## src/rtl/mult_arbiter_pkg.sv

```systemverilog
// Shared helpers for the round-robin multiplier front end.
// Index arithmetic used by the arbiter search and pointer update.
package mult_arbiter_pkg;

  localparam int MAX_NREQ = 8;

  function automatic int wrap_idx(input int idx, input int n);
    return (idx >= n) ? idx - n : idx;
  endfunction

endpackage

```

## src/rtl/multiplier_parameterized.sv

```systemverilog
// Unsigned combinational multiplier, full 2*BIT-wide product.
// Operands are widened first so nothing is truncated.
module multiplier_parameterized #(
  parameter int BIT = 16
) (
  input  logic [BIT-1:0]   a,
  input  logic [BIT-1:0]   b,
  output logic [2*BIT-1:0] product
);

  logic [2*BIT-1:0] a_w;
  logic [2*BIT-1:0] b_w;

  assign a_w     = (2*BIT)'(a);
  assign b_w     = (2*BIT)'(b);
  assign product = a_w * b_w;

endmodule

```

## src/rtl/rr_arbiter.sv

```systemverilog
// Round-robin arbiter: one-hot grant searched from ptr,
// ptr moves past the winner on each accept strobe.
module rr_arbiter
  import mult_arbiter_pkg::*;
#(
  parameter  int NREQ = 4,
  localparam int IDW  = (NREQ > 1) ? $clog2(NREQ) : 1
) (
  input  logic            clk,
  input  logic            rst_n,
  input  logic [NREQ-1:0] req,
  input  logic            accept,
  output logic [NREQ-1:0] grant,
  output logic [IDW-1:0]  grant_id,
  output logic            any
);

  logic [IDW-1:0] ptr;
  logic [IDW-1:0] idx;

  always_comb begin
    grant    = '0;
    grant_id = '0;
    any      = 1'b0;
    idx      = '0;
    for (int k = 0; k < NREQ; k++) begin
      idx = IDW'(wrap_idx(int'(ptr) + k, NREQ));
      if (!any && req[idx]) begin
        any        = 1'b1;
        grant[idx] = 1'b1;
        grant_id   = idx;
      end
    end
  end

  always_ff @(posedge clk or negedge rst_n) begin
    if (!rst_n) begin
      ptr <= '0;
    end else if (accept) begin
      ptr <= IDW'(wrap_idx(int'(grant_id) + 1, NREQ));
    end
  end

endmodule

```

## src/rtl/mult_arbiter.sv

```systemverilog
// NREQ requesters share one multiplier through a round-robin
// arbiter and a two-stage valid/ready pipeline.
module mult_arbiter
  import mult_arbiter_pkg::*;
#(
  parameter  int BIT  = 16,
  parameter  int NREQ = 4,
  localparam int IDW  = (NREQ > 1) ? $clog2(NREQ) : 1
) (
  input  logic                clk,
  input  logic                rst_n,
  input  logic [NREQ-1:0]     req_valid,
  output logic [NREQ-1:0]     req_ready,
  input  logic [NREQ*BIT-1:0] req_a,
  input  logic [NREQ*BIT-1:0] req_b,
  output logic                rsp_valid,
  input  logic                rsp_ready,
  output logic [IDW-1:0]      rsp_id,
  output logic [2*BIT-1:0]    rsp_product,
  output logic                busy
);

  logic                s1_valid;
  logic [BIT-1:0]      s1_a;
  logic [BIT-1:0]      s1_b;
  logic [IDW-1:0]      s1_id;
  logic                s2_valid;
  logic [2*BIT-1:0]    s2_product;
  logic [IDW-1:0]      s2_id;

  logic                s2_load;
  logic                s1_open;
  logic                accept;
  logic                any;
  logic [NREQ-1:0]     grant;
  logic [IDW-1:0]      grant_id;
  logic [BIT-1:0]      sel_a;
  logic [BIT-1:0]      sel_b;
  logic [2*BIT-1:0]    product;

  assign s2_load = s1_valid && (!s2_valid || rsp_ready);
  // rst_n gates s1_open so no grant is shown while in reset
  assign s1_open = rst_n && (!s1_valid || s2_load);
  assign accept  = s1_open && any;

  assign req_ready   = s1_open ? grant : '0;
  assign rsp_valid   = s2_valid;
  assign rsp_id      = s2_id;
  assign rsp_product = s2_product;
  assign busy        = s1_valid || s2_valid;

  rr_arbiter #(
    .NREQ(NREQ)
  ) u_arb (
    .clk     (clk),
    .rst_n   (rst_n),
    .req     (req_valid),
    .accept  (accept),
    .grant   (grant),
    .grant_id(grant_id),
    .any     (any)
  );

  always_comb begin
    sel_a = '0;
    sel_b = '0;
    for (int i = 0; i < NREQ; i++) begin
      if (grant[i]) begin
        sel_a = req_a[i*BIT +: BIT];
        sel_b = req_b[i*BIT +: BIT];
      end
    end
  end

  multiplier_parameterized #(
    .BIT(BIT)
  ) u_mul (
    .a      (s1_a),
    .b      (s1_b),
    .product(product)
  );

  always_ff @(posedge clk or negedge rst_n) begin
    if (!rst_n) begin
      s1_valid <= 1'b0;
      s1_a     <= '0;
      s1_b     <= '0;
      s1_id    <= '0;
    end else if (accept) begin
      s1_valid <= 1'b1;
      s1_a     <= sel_a;
      s1_b     <= sel_b;
      s1_id    <= grant_id;
    end else if (s2_load) begin
      s1_valid <= 1'b0;
    end
  end

  always_ff @(posedge clk or negedge rst_n) begin
    if (!rst_n) begin
      s2_valid   <= 1'b0;
      s2_product <= '0;
      s2_id      <= '0;
    end else if (s2_load) begin
      s2_valid   <= 1'b1;
      s2_product <= product;
      s2_id      <= s1_id;
    end else if (rsp_ready) begin
      s2_valid <= 1'b0;
    end
  end

endmodule

```

## config.mk

```make
export PLATFORM = sky130hd
export DESIGN_NAME = mult_arbiter
export DESIGN_NICKNAME = d
export VERILOG_FILES = /design/src/rtl/mult_arbiter_pkg.sv /design/src/rtl/multiplier_parameterized.sv /design/src/rtl/rr_arbiter.sv /design/src/rtl/mult_arbiter.sv
export SDC_FILE = /design/constraint.sdc
export NUM_CORES = 1
export LEC_CHECK = 0
export ABC_AREA = 1
export BUFFER_PORTS_ARGS = -buffer_cell sky130_fd_sc_hd__buf_2
export CORE_UTILIZATION = 35
export DETAILED_ROUTE_END_ITERATION = 12
export PLACE_DENSITY = 0.58
export SYNTH_ARGS = -nofsm -noshare
export SYNTH_HDL_FRONTEND = slang
export SYNTH_SLANG_ARGS = --single-unit
```

## constraint.sdc

```tcl
create_clock -name clk -period 6.2 [get_ports clk]
set_input_delay 1.24 -clock clk [delete_from_list [all_inputs] [get_ports clk]]
set_output_delay 1.24 -clock clk [all_outputs]
set_load 0.02 [all_outputs]
```

==> metrics.csv, run 1 <==
metric,value,unit
post_drt_wl_per_cell,15.2,um
synth.distinct_cells,36,
finalHoldViolations,0,
ant_nets,0,
postCtsHoldBufs,0,
ys_seq_area_share,13.5,%
finish.instance_area,0.0150,mm2
grt_max_degree,66,
initial_utilization,35.5,%
portBuffers,174,
avgViaCountPerCell,4.72,
end_kind,register,
dr.pass1.iters,5,
period_needed,5.85,ns
synth_top_area_share,29.1,%
synthTopCellsByCount,"nand2_1 (651), inv_1 (437), fa_1 (194)",
r2r-start,s1_a[8],
rsz0062_at_grt,false,
syn_to_final_growth,12.3,%
start_kind,register,
min_path_cells,2,
drtIter0Drc,671,
clock.fmax,171,MHz
cts_resized,0,
min_from,s1_id[1],
ys_ff_latch,72,
antenna_cells,0,
grt_antenna_before_repair,0,
worst_slew_pin_slew,1.03,ns
critPathCapture,rsp_product[28],
die_y,197,um
die_x,197,um
ys.flop_type,dfrtp_1,
postSynthCellCount,1891,
cp.required,6.44,ns
drcViolationCount,0,
drive_above_1_share,12.7,%
relSlewSlack,31.0,%
insertion_delay,0.35,ns
worst_ep_arrival_time,6.08,ns
finalCritPeriodShare,94.3,%
die-area,0.0390,mm2
post-synth-top-count-cell,nand2_1,
routed_wl,38.3,mm
slew_viol_final,0,
gr-usage-all-layers,20.0,%
tns,0,ns
dpl.hpwl,31.6,mm
async_flop_share,100,%
path_clk_slew,0.07,ns
rows,71,
final_cells,2522,
worst-setup-path-type,register to register,
fin_ws,0.351,ns
cts_tree,built,
status,finished clean,
placed_cell_area,0.0147,mm2
reg2reg_to,rsp_product[28],
synth_fp_nets,2329,
crit_path_max_fanout,17,
rrSetupSlack,0.35,ns
dp.cells,2506,
place.gp.congestion,0.917,
setup_violations,0,
cts_buffers,9,
yosys-top-cells-area,"fa_1 (29%), nand2_1 (18%), dfrtp_1 (13%)",
htreeDepth,3,
dp_slack,0.330,ns
cap_violations,0,
grt_pass1_vias,12100,
worst_path_max_delay_cell,dfrtp_1,
hp-class,register to register,
overflow,0,
cts_setup_buffers,0,
crit_chain,nand2_1 -> fa_1 -> fa_1 -> fa_1 -> fa_1 -> inv_1 -> fa_1 -> fa_1 -> ha_1 -> nand2_1 -> nor2_1 -> inv_1 -> o21ai_0 -> nand2_1 -> nand2_1 -> nand2_1 -> nand3_1 -> nand2_1,
cts_sinks,72,
setup.worst_path.start,s1_a[8],
num_io_pins,175,
avgSynthCellArea,7.07,um2
nets,2444,
yosysTopAreaCell,fa_1,
netlist_area,0.0134,mm2
ys_warn_count,0,
vias,11900,
crit_path_max_incr_delay,0.81,ns
coreArea,0.0377,mm2
clock-root-buffer,clkbuf_16,
cts_buffer_depth,2,
grt_pass1_wl,61.7,mm
ff2ff_path_depth,18,
finClkSkew,0.0114,ns
synth_edf_count,0,
layer usage:
| layer | wire length [um] | global-route usage [%] | up-vias |
|---|---|---|---|
| li1 | - | - | 5780 |
| met1 | 17300 | 27.2 | 5725 |
| met2 | 18300 | 33.9 | 363 |
| met3 | 1900 | 2.20 | 40 |
| met4 | 724 | 4.82 | 0 |
| met5 | 0 | 0 | - |
cells by family (layout without fill, tap and decap cells):
family | count (synthesis) | after routing | synth area share (%)
AO/OA/AOI/OAI | 193 | 193 | 7.98
adder cells (fa/ha/maj) | 303 | 303 | 39.3
XOR/XNOR | 12 | 12 | 0.786
AND/OR/NAND/NOR | 769 | 769 | 22.8
buffers and inverters | 542 | 662 | 15.7
flip-flops | 72 | 72 | 13.5
worst min-delay path by stage:
stage                                  to  slack, ns
final                           rsp_id[1]       0.47
after global routing      rsp_product[27]       0.50
after CTS                       rsp_id[1]       0.48
after detailed placement        rsp_id[1]       0.46
after global placement          rsp_id[1]       0.45
after floorplan                 rsp_id[1]       0.44
critical path: cells and delay by family (launching register included):
kind                     cells  cell delay (ns)
adder cells (fa/ha/maj)      7             3.42
AO/OA/AOI/OAI                1             0.45
AND/OR/NAND/NOR              8             0.92
buffers and inverters        2             0.12
flip-flops                   1             0.81
sequential cells by signal, indices dropped and copies added (netlist names):
| name | cells |
|---|---|
| rsp_id | 2 |
| rsp_valid | 1 |
| s1_id | 2 |
| rsp_product | 32 |
| s1_valid | 1 |
| s1_a | 16 |
| s1_b | 16 |
| u_arb.ptr | 2 |
per-stage QoR:
stage / utilization, % / hold WS (ns)
finish: 39.8 / 0.473
global route: 39.8 / 0.504
CTS: 39.8 / 0.477
detailed placement: 39.0 / 0.465
global placement: 39.0 / 0.455
floorplan: - / 0.442
area by class of cell:
class                      instances  area [um2]
clock buffer                       9         225
clock inverter                     7         103
fill                            3991       22700
inverter                         441        1660
multi-input combinational       1277        9480
sequential                        72        1800
tap                              511         639
timing repair buffer             205        1110
cells in the final DEF, fill, tap and decap left out, drive strengths merged, types with 5 or more instances in the layout:
cell type / Yosys / final
a21boi: 6 / 6
ha: 109 / 109
o21ai: 35 / 35
nand2: 654 / 654
nand3: 38 / 38
o21bai: 5 / 5
clkbuf: 74 / 9
nor2: 49 / 49
a31oi: 9 / 9
a21oi: 131 / 131
nor3: 7 / 7
xnor2: 7 / 7
inv: 441 / 444
or2: 7 / 7
xor2: 5 / 5
fa: 194 / 194
dfrtp: 72 / 72
nand4: 11 / 11
buf: 27 / 205
Power of run 1 is not shown: default switching activity piles up to over one toggle a cycle in this logic, so the estimate is an artifact.
==> inputs of run 2 (changes only) <==
--- a/config.mk
+++ b/config.mk
@@ -7,9 +7,9 @@
 export LEC_CHECK = 0
 export ABC_AREA = 1
 export BUFFER_PORTS_ARGS = -buffer_cell sky130_fd_sc_hd__buf_2
-export CORE_UTILIZATION = 35
+export CORE_UTILIZATION = 61
 export DETAILED_ROUTE_END_ITERATION = 12
-export PLACE_DENSITY = 0.58
+export PLACE_DENSITY_LB_ADDON = 0.1
 export SYNTH_ARGS = -nofsm -noshare
 export SYNTH_HDL_FRONTEND = slang
 export SYNTH_SLANG_ARGS = --single-unit
==> metrics.csv, run 2 (same netlist as run 1, synthesis figures left out) <==
metric,value,unit,change
setup_violations,0,,unchanged
ff2ff_path_depth,20,,+2
drcViolationCount,0,,unchanged
ant_nets,0,,unchanged
dp.cells,2268,,-9.5%
worst_ep_arrival_time,6.11,ns,+0.03 ns
placed_cell_area,0.0144,mm2,-2.1%
grt_antenna_before_repair,0,,unchanged
r2r-start,s1_a[6],,
die_x,150,um,-24%
insertion_delay,0.35,ns,about the same
nets,2442,,-0.082%
slew_viol_final,0,,unchanged
dpl.hpwl,28.9,mm,-8.7%
status,finished clean,,
dr.pass1.iters,5,,unchanged
cts_buffer_depth,2,,unchanged
grt_max_degree,73,,+11%
final_common_cell,nand2_1,,
coreArea,0.0213,mm2,-43%
worst_slew_pin_slew,0.971,ns,-0.0602 ns
drtIter0Drc,779,,+16%
min_path_cells,2,,unchanged
grt_pass1_wl,58.9,mm,-4.6%
num_io_pins,175,,unchanged
n_fill_cell,1833,,-54%
grt_pass1_vias,11800,,-2.4%
mostFrequentLayoutCells,"nand2_1 (651), inv_1 (437), fa_1 (194), buf_2 (174), a21oi_1 (120)",,
end_kind,register,,
final_cells,2284,,-9.4%
crit_path_max_fanout,11,,-6
cts_tree,built,,
cp.required,6.44,ns,about the same
overflow,0,,unchanged
postLayoutCoreUtil,69.0,%,+29 points
finClkSkew,0.0109,ns,-0.000554 ns
worst-setup-path-type,register to register,,
clock-root-buffer,clkbuf_16,,
min_to,rsp_product[19],,
clock.fmax,170,MHz,-0.34%
relSlewSlack,35.3,%,+4.3 points
gr-usage-all-layers,34.1,%,+14 points
path_clk_slew,0.07,ns,about the same
initial_utilization,62.8,%,+27 points
rows,53,,-25%
finish.instance_area,0.0147,mm2,-2.2%
rrSetupSlack,0.33,ns,-0.02 ns
antenna_cells,0,,unchanged
avgViaCountPerCell,5.29,,+12%
post_drt_wl_per_cell,16.0,um,+5.4%
htreeDepth,3,,unchanged
tns,0,ns,unchanged
period_needed,5.87,ns,+0.0198 ns
rsz0062_at_grt,false,,
finalCritPeriodShare,94.7,%,+0.32 points
die_y,150,um,-24%
routed_wl,36.5,mm,-4.6%
syn_to_final_growth,9.81,%,
min_from,rsp_product[19],,
cts_sinks,72,,unchanged
portBuffers,174,,unchanged
register_area,0.00181,mm2,+0.14%
finalHoldViolations,0,,unchanged
start_kind,register,,
largest_reg_flops,32,,unchanged
cts_buffers,9,,unchanged
multiInputGateArea,0.00948,mm2,unchanged
vias,12100,,+1.4%
reg2reg_to,rsp_product[31],,
place.gp.congestion,0.951,,+3.8%
hp-class,register to register,,
setup.worst_path.start,s1_a[6],,
cap_violations,0,,unchanged
die-area,0.0225,mm2,-42%
drive_above_1_share,12.7,%,about the same
==> run 2: through the flow <==
stage | worst slack [ns] | hold slack [ns]
global placement | 0.388 | 0.461
global route | 0.0000275 | 0.507
detailed placement | 0.300 | 0.461
CTS | 0.277 | 0.481
finish | 0.331 | 0.479
floorplan | 0.672 | 0.442
==> run 2: worst max-delay path by stage <==
stage	cells after the start	endpoint
2_1_floorplan	21	rsp_product[24]
3_3_place_gp	20	rsp_product[24]
3_5_place_dp	20	rsp_product[24]
4_1_cts	19	rsp_product[24]
5_1_grt	19	rsp_product[27]
6_report	20	rsp_product[31]
==> run 2: layout make-up <==
type,count,area share (%)
clock inverter,6,0.494
clock buffer,10,1.63
multi-input combinational,1277,64.5
inverter,441,11.3
tap,275,2.34
timing repair buffer,203,7.41
sequential,72,12.3
==> run 2: per-layer routing <==
layer	track usage, %	share of wire (%)	vias up
met5	0	0	-
met4	12.0	3.5	0
met3	5.58	7.4	96
met2	56.8	48	527
met1	44.9	41	5672
li1	-	-	5776
==> run 2: worst max-delay path, cell delays in order (launching register included) <==
cell,delay (ns)
dfrtp_1,0.71
buf_4,0.27
nand2_1,0.09
fa_1,0.54
fa_1,0.58
fa_1,0.48
fa_1,0.55
fa_1,0.43
fa_1,0.48
inv_1,0.04
ha_1,0.35
a21oi_1,0.23
o21ai_0,0.13
a21oi_1,0.16
nand3_1,0.23
nand2_1,0.12
inv_1,0.05
nor2_1,0.08
nand2_1,0.06
nand3_1,0.08
nand2_1,0.07
==> run 2: repair_timing <==
item | in CTS | in global routing
hold buffers | 0 | 0
hold endpoints to repair | 0 | 0
buffers inserted | 0 | 0
resized for setup | 0 | 3
endpoints found under the setup margin | 0 | 2
Power of run 2 is left out for the same reason.
==> inputs of run 3 (changes only) <==
--- a/config.mk
+++ b/config.mk
@@ -10,6 +10,7 @@
 export CORE_UTILIZATION = 61
 export DETAILED_ROUTE_END_ITERATION = 12
 export PLACE_DENSITY_LB_ADDON = 0.1
+export REMOVE_ABC_BUFFERS = 1
 export SYNTH_ARGS = -nofsm -noshare
 export SYNTH_HDL_FRONTEND = slang
 export SYNTH_SLANG_ARGS = --single-unit
==> metrics.csv, run 3 (same netlist as run 1, synthesis figures left out) <==
metric,value,unit,change
finish.instance_area,0.0146,mm2,-0.58%
coreArea,0.0213,mm2,unchanged
min_to,rsp_product[6],,
finClkSkew,0.00727,ns,-0.00362 ns
postCtsHoldBufs,0,,unchanged
overflow,0,,unchanged
drcViolationCount,0,,unchanged
die_y,150,um,unchanged
routed_wl,34.5,mm,-5.6%
insertion_delay,0.35,ns,about the same
worst_slew_pin_slew,1.02,ns,+0.0505 ns
relSlewSlack,31.8,%,-3.4 points
clock-root-buffer,clkbuf_16,,
postLayoutCoreUtil,68.6,%,-0.40 points
period_needed,5.86,ns,-0.00570 ns
path_clk_slew,0.07,ns,about the same
min_from,rsp_product[6],,
worst-setup-path-type,register to register,,
die_x,150,um,unchanged
portBuffers,174,,unchanged
cts_buffer_depth,2,,unchanged
rows,53,,unchanged
ff2ff_path_depth,17,,-15%
drive_above_1_share,12.6,%,-0.16 points
vias,12000,,-0.70%
reg2reg_to,rsp_product[24],,
mostFrequentLayoutCells,"nand2_1 (651), inv_1 (437), fa_1 (194), buf_2 (173), a21oi_1 (120)",,
fin_ws,0.337,ns,+0.00570 ns
rsz0062_at_grt,false,,
grt_max_degree,73,,unchanged
finalCritPeriodShare,94.6,%,about the same
cts_buffers,9,,unchanged
syn_to_final_growth,9.17,%,
largest_reg_flops,32,,unchanged
dp_slack,0.265,ns,-0.0347 ns
slew_viol_final,0,,unchanged
tns,0,ns,unchanged
post_drt_wl_per_cell,15.2,um,-5.3%
cts_sinks,72,,unchanged
placed_cell_area,0.0143,mm2,-0.35%
setup_violations,0,,unchanged
n_fill_cell,1919,,+4.7%
final_common_cell,nand2_1,,
drtIter0Drc,827,,+6.2%
dr.pass1.iters,6,,+1
grt_antenna_before_repair,0,,unchanged
htreeDepth,3,,unchanged
cp.required,6.44,ns,about the same
hp-class,register to register,,
avgViaCountPerCell,5.26,,-0.40%
gr-usage-all-layers,32.5,%,-1.6 points
r2r-start,s1_a[8],,
cts_setup_buffers,0,,unchanged
min_path_cells,2,,unchanged
dpl.hpwl,27.2,mm,-5.9%
clock.fmax,171,MHz,about the same
cts_tree,built,,
cap_violations,0,,unchanged
finalHoldViolations,0,,unchanged
worst_ep_arrival_time,6.11,ns,about the same
place.gp.congestion,0.912,,-4.1%
die-area,0.0225,mm2,unchanged
nets,2435,,-0.29%
antenna_cells,0,,unchanged
grt_pass1_vias,11900,,+0.70%
crit_path_max_fanout,17,,+6
num_io_pins,175,,unchanged
grt_pass1_wl,56.7,mm,-3.7%
end_kind,register,,
initial_utilization,62.8,%,unchanged
start_kind,register,,
multiInputGateArea,0.00948,mm2,unchanged
ant_nets,0,,unchanged
cts_resized,0,,unchanged
rrSetupSlack,0.34,ns,about the same
status,finished clean,,
register_area,0.00181,mm2,+0.28%
## run 3: cell count changes in the layout (fill, tap and decap cells not counted), sizes merged
cell	delta
buf	-7
bufinv	-1
clkinv	+1
clkinvlp	+2
inv	-2
## run 3: per-layer routing
layer  wire length, um  vias up  global-route usage (%)
li1                  -     5752                       -
met1             14300     5762                    41.4
met2             17400      389                    56.0
met3              1700       83                    4.05
met4              1130        0                    13.1
met5                 0        -                       0
## run 3: worst max-delay path, cell delays in order, from the launching register on
cell      delay, ns
dfrtp_1        0.80
nand2_1        0.18
fa_1           0.59
fa_1           0.45
fa_1           0.60
fa_1           0.46
fa_1           0.46
fa_1           0.48
inv_1          0.04
ha_1           0.32
a21oi_1        0.23
a21boi_0       0.39
o21ai_0        0.16
nand2_1        0.08
o211ai_1       0.09
or2_2          0.28
nand3_1        0.07
nand2_1        0.07
## run 3: worst max-delay path by stage
stage / cells past startpoint / slack (ns) / to / startpoint
after floorplan: 19 / 0.90 / rsp_product[24] / s1_a[14]
after global placement: 19 / 0.48 / rsp_product[24] / s1_b[4]
after detailed placement: 19 / 0.26 / rsp_product[24] / s1_b[1]
after CTS: 19 / 0.25 / rsp_product[24] / s1_b[1]
after global routing: 19 / 0.01 / rsp_product[24] / s1_a[10]
final: 17 / 0.34 / rsp_product[24] / s1_a[8]
## run 3: area by class of cell
type	count	share of cell area [%]
inverter	441	11.3
clock inverter	6	0.291
timing repair buffer	196	7.12
multi-input combinational	1277	64.9
sequential	72	12.4
tap	275	2.36
clock buffer	10	1.57
## run 3: metrics by stage
step,instances,hold slack (ns)
2_1_floorplan,1790,0.442
3_3_place_gp,2261,0.460
3_5_place_dp,2261,0.461
4_1_cts,2277,0.485
5_1_grt,2277,0.502
6_report,2277,0.482
Power of run 3 is left out for the same reason.
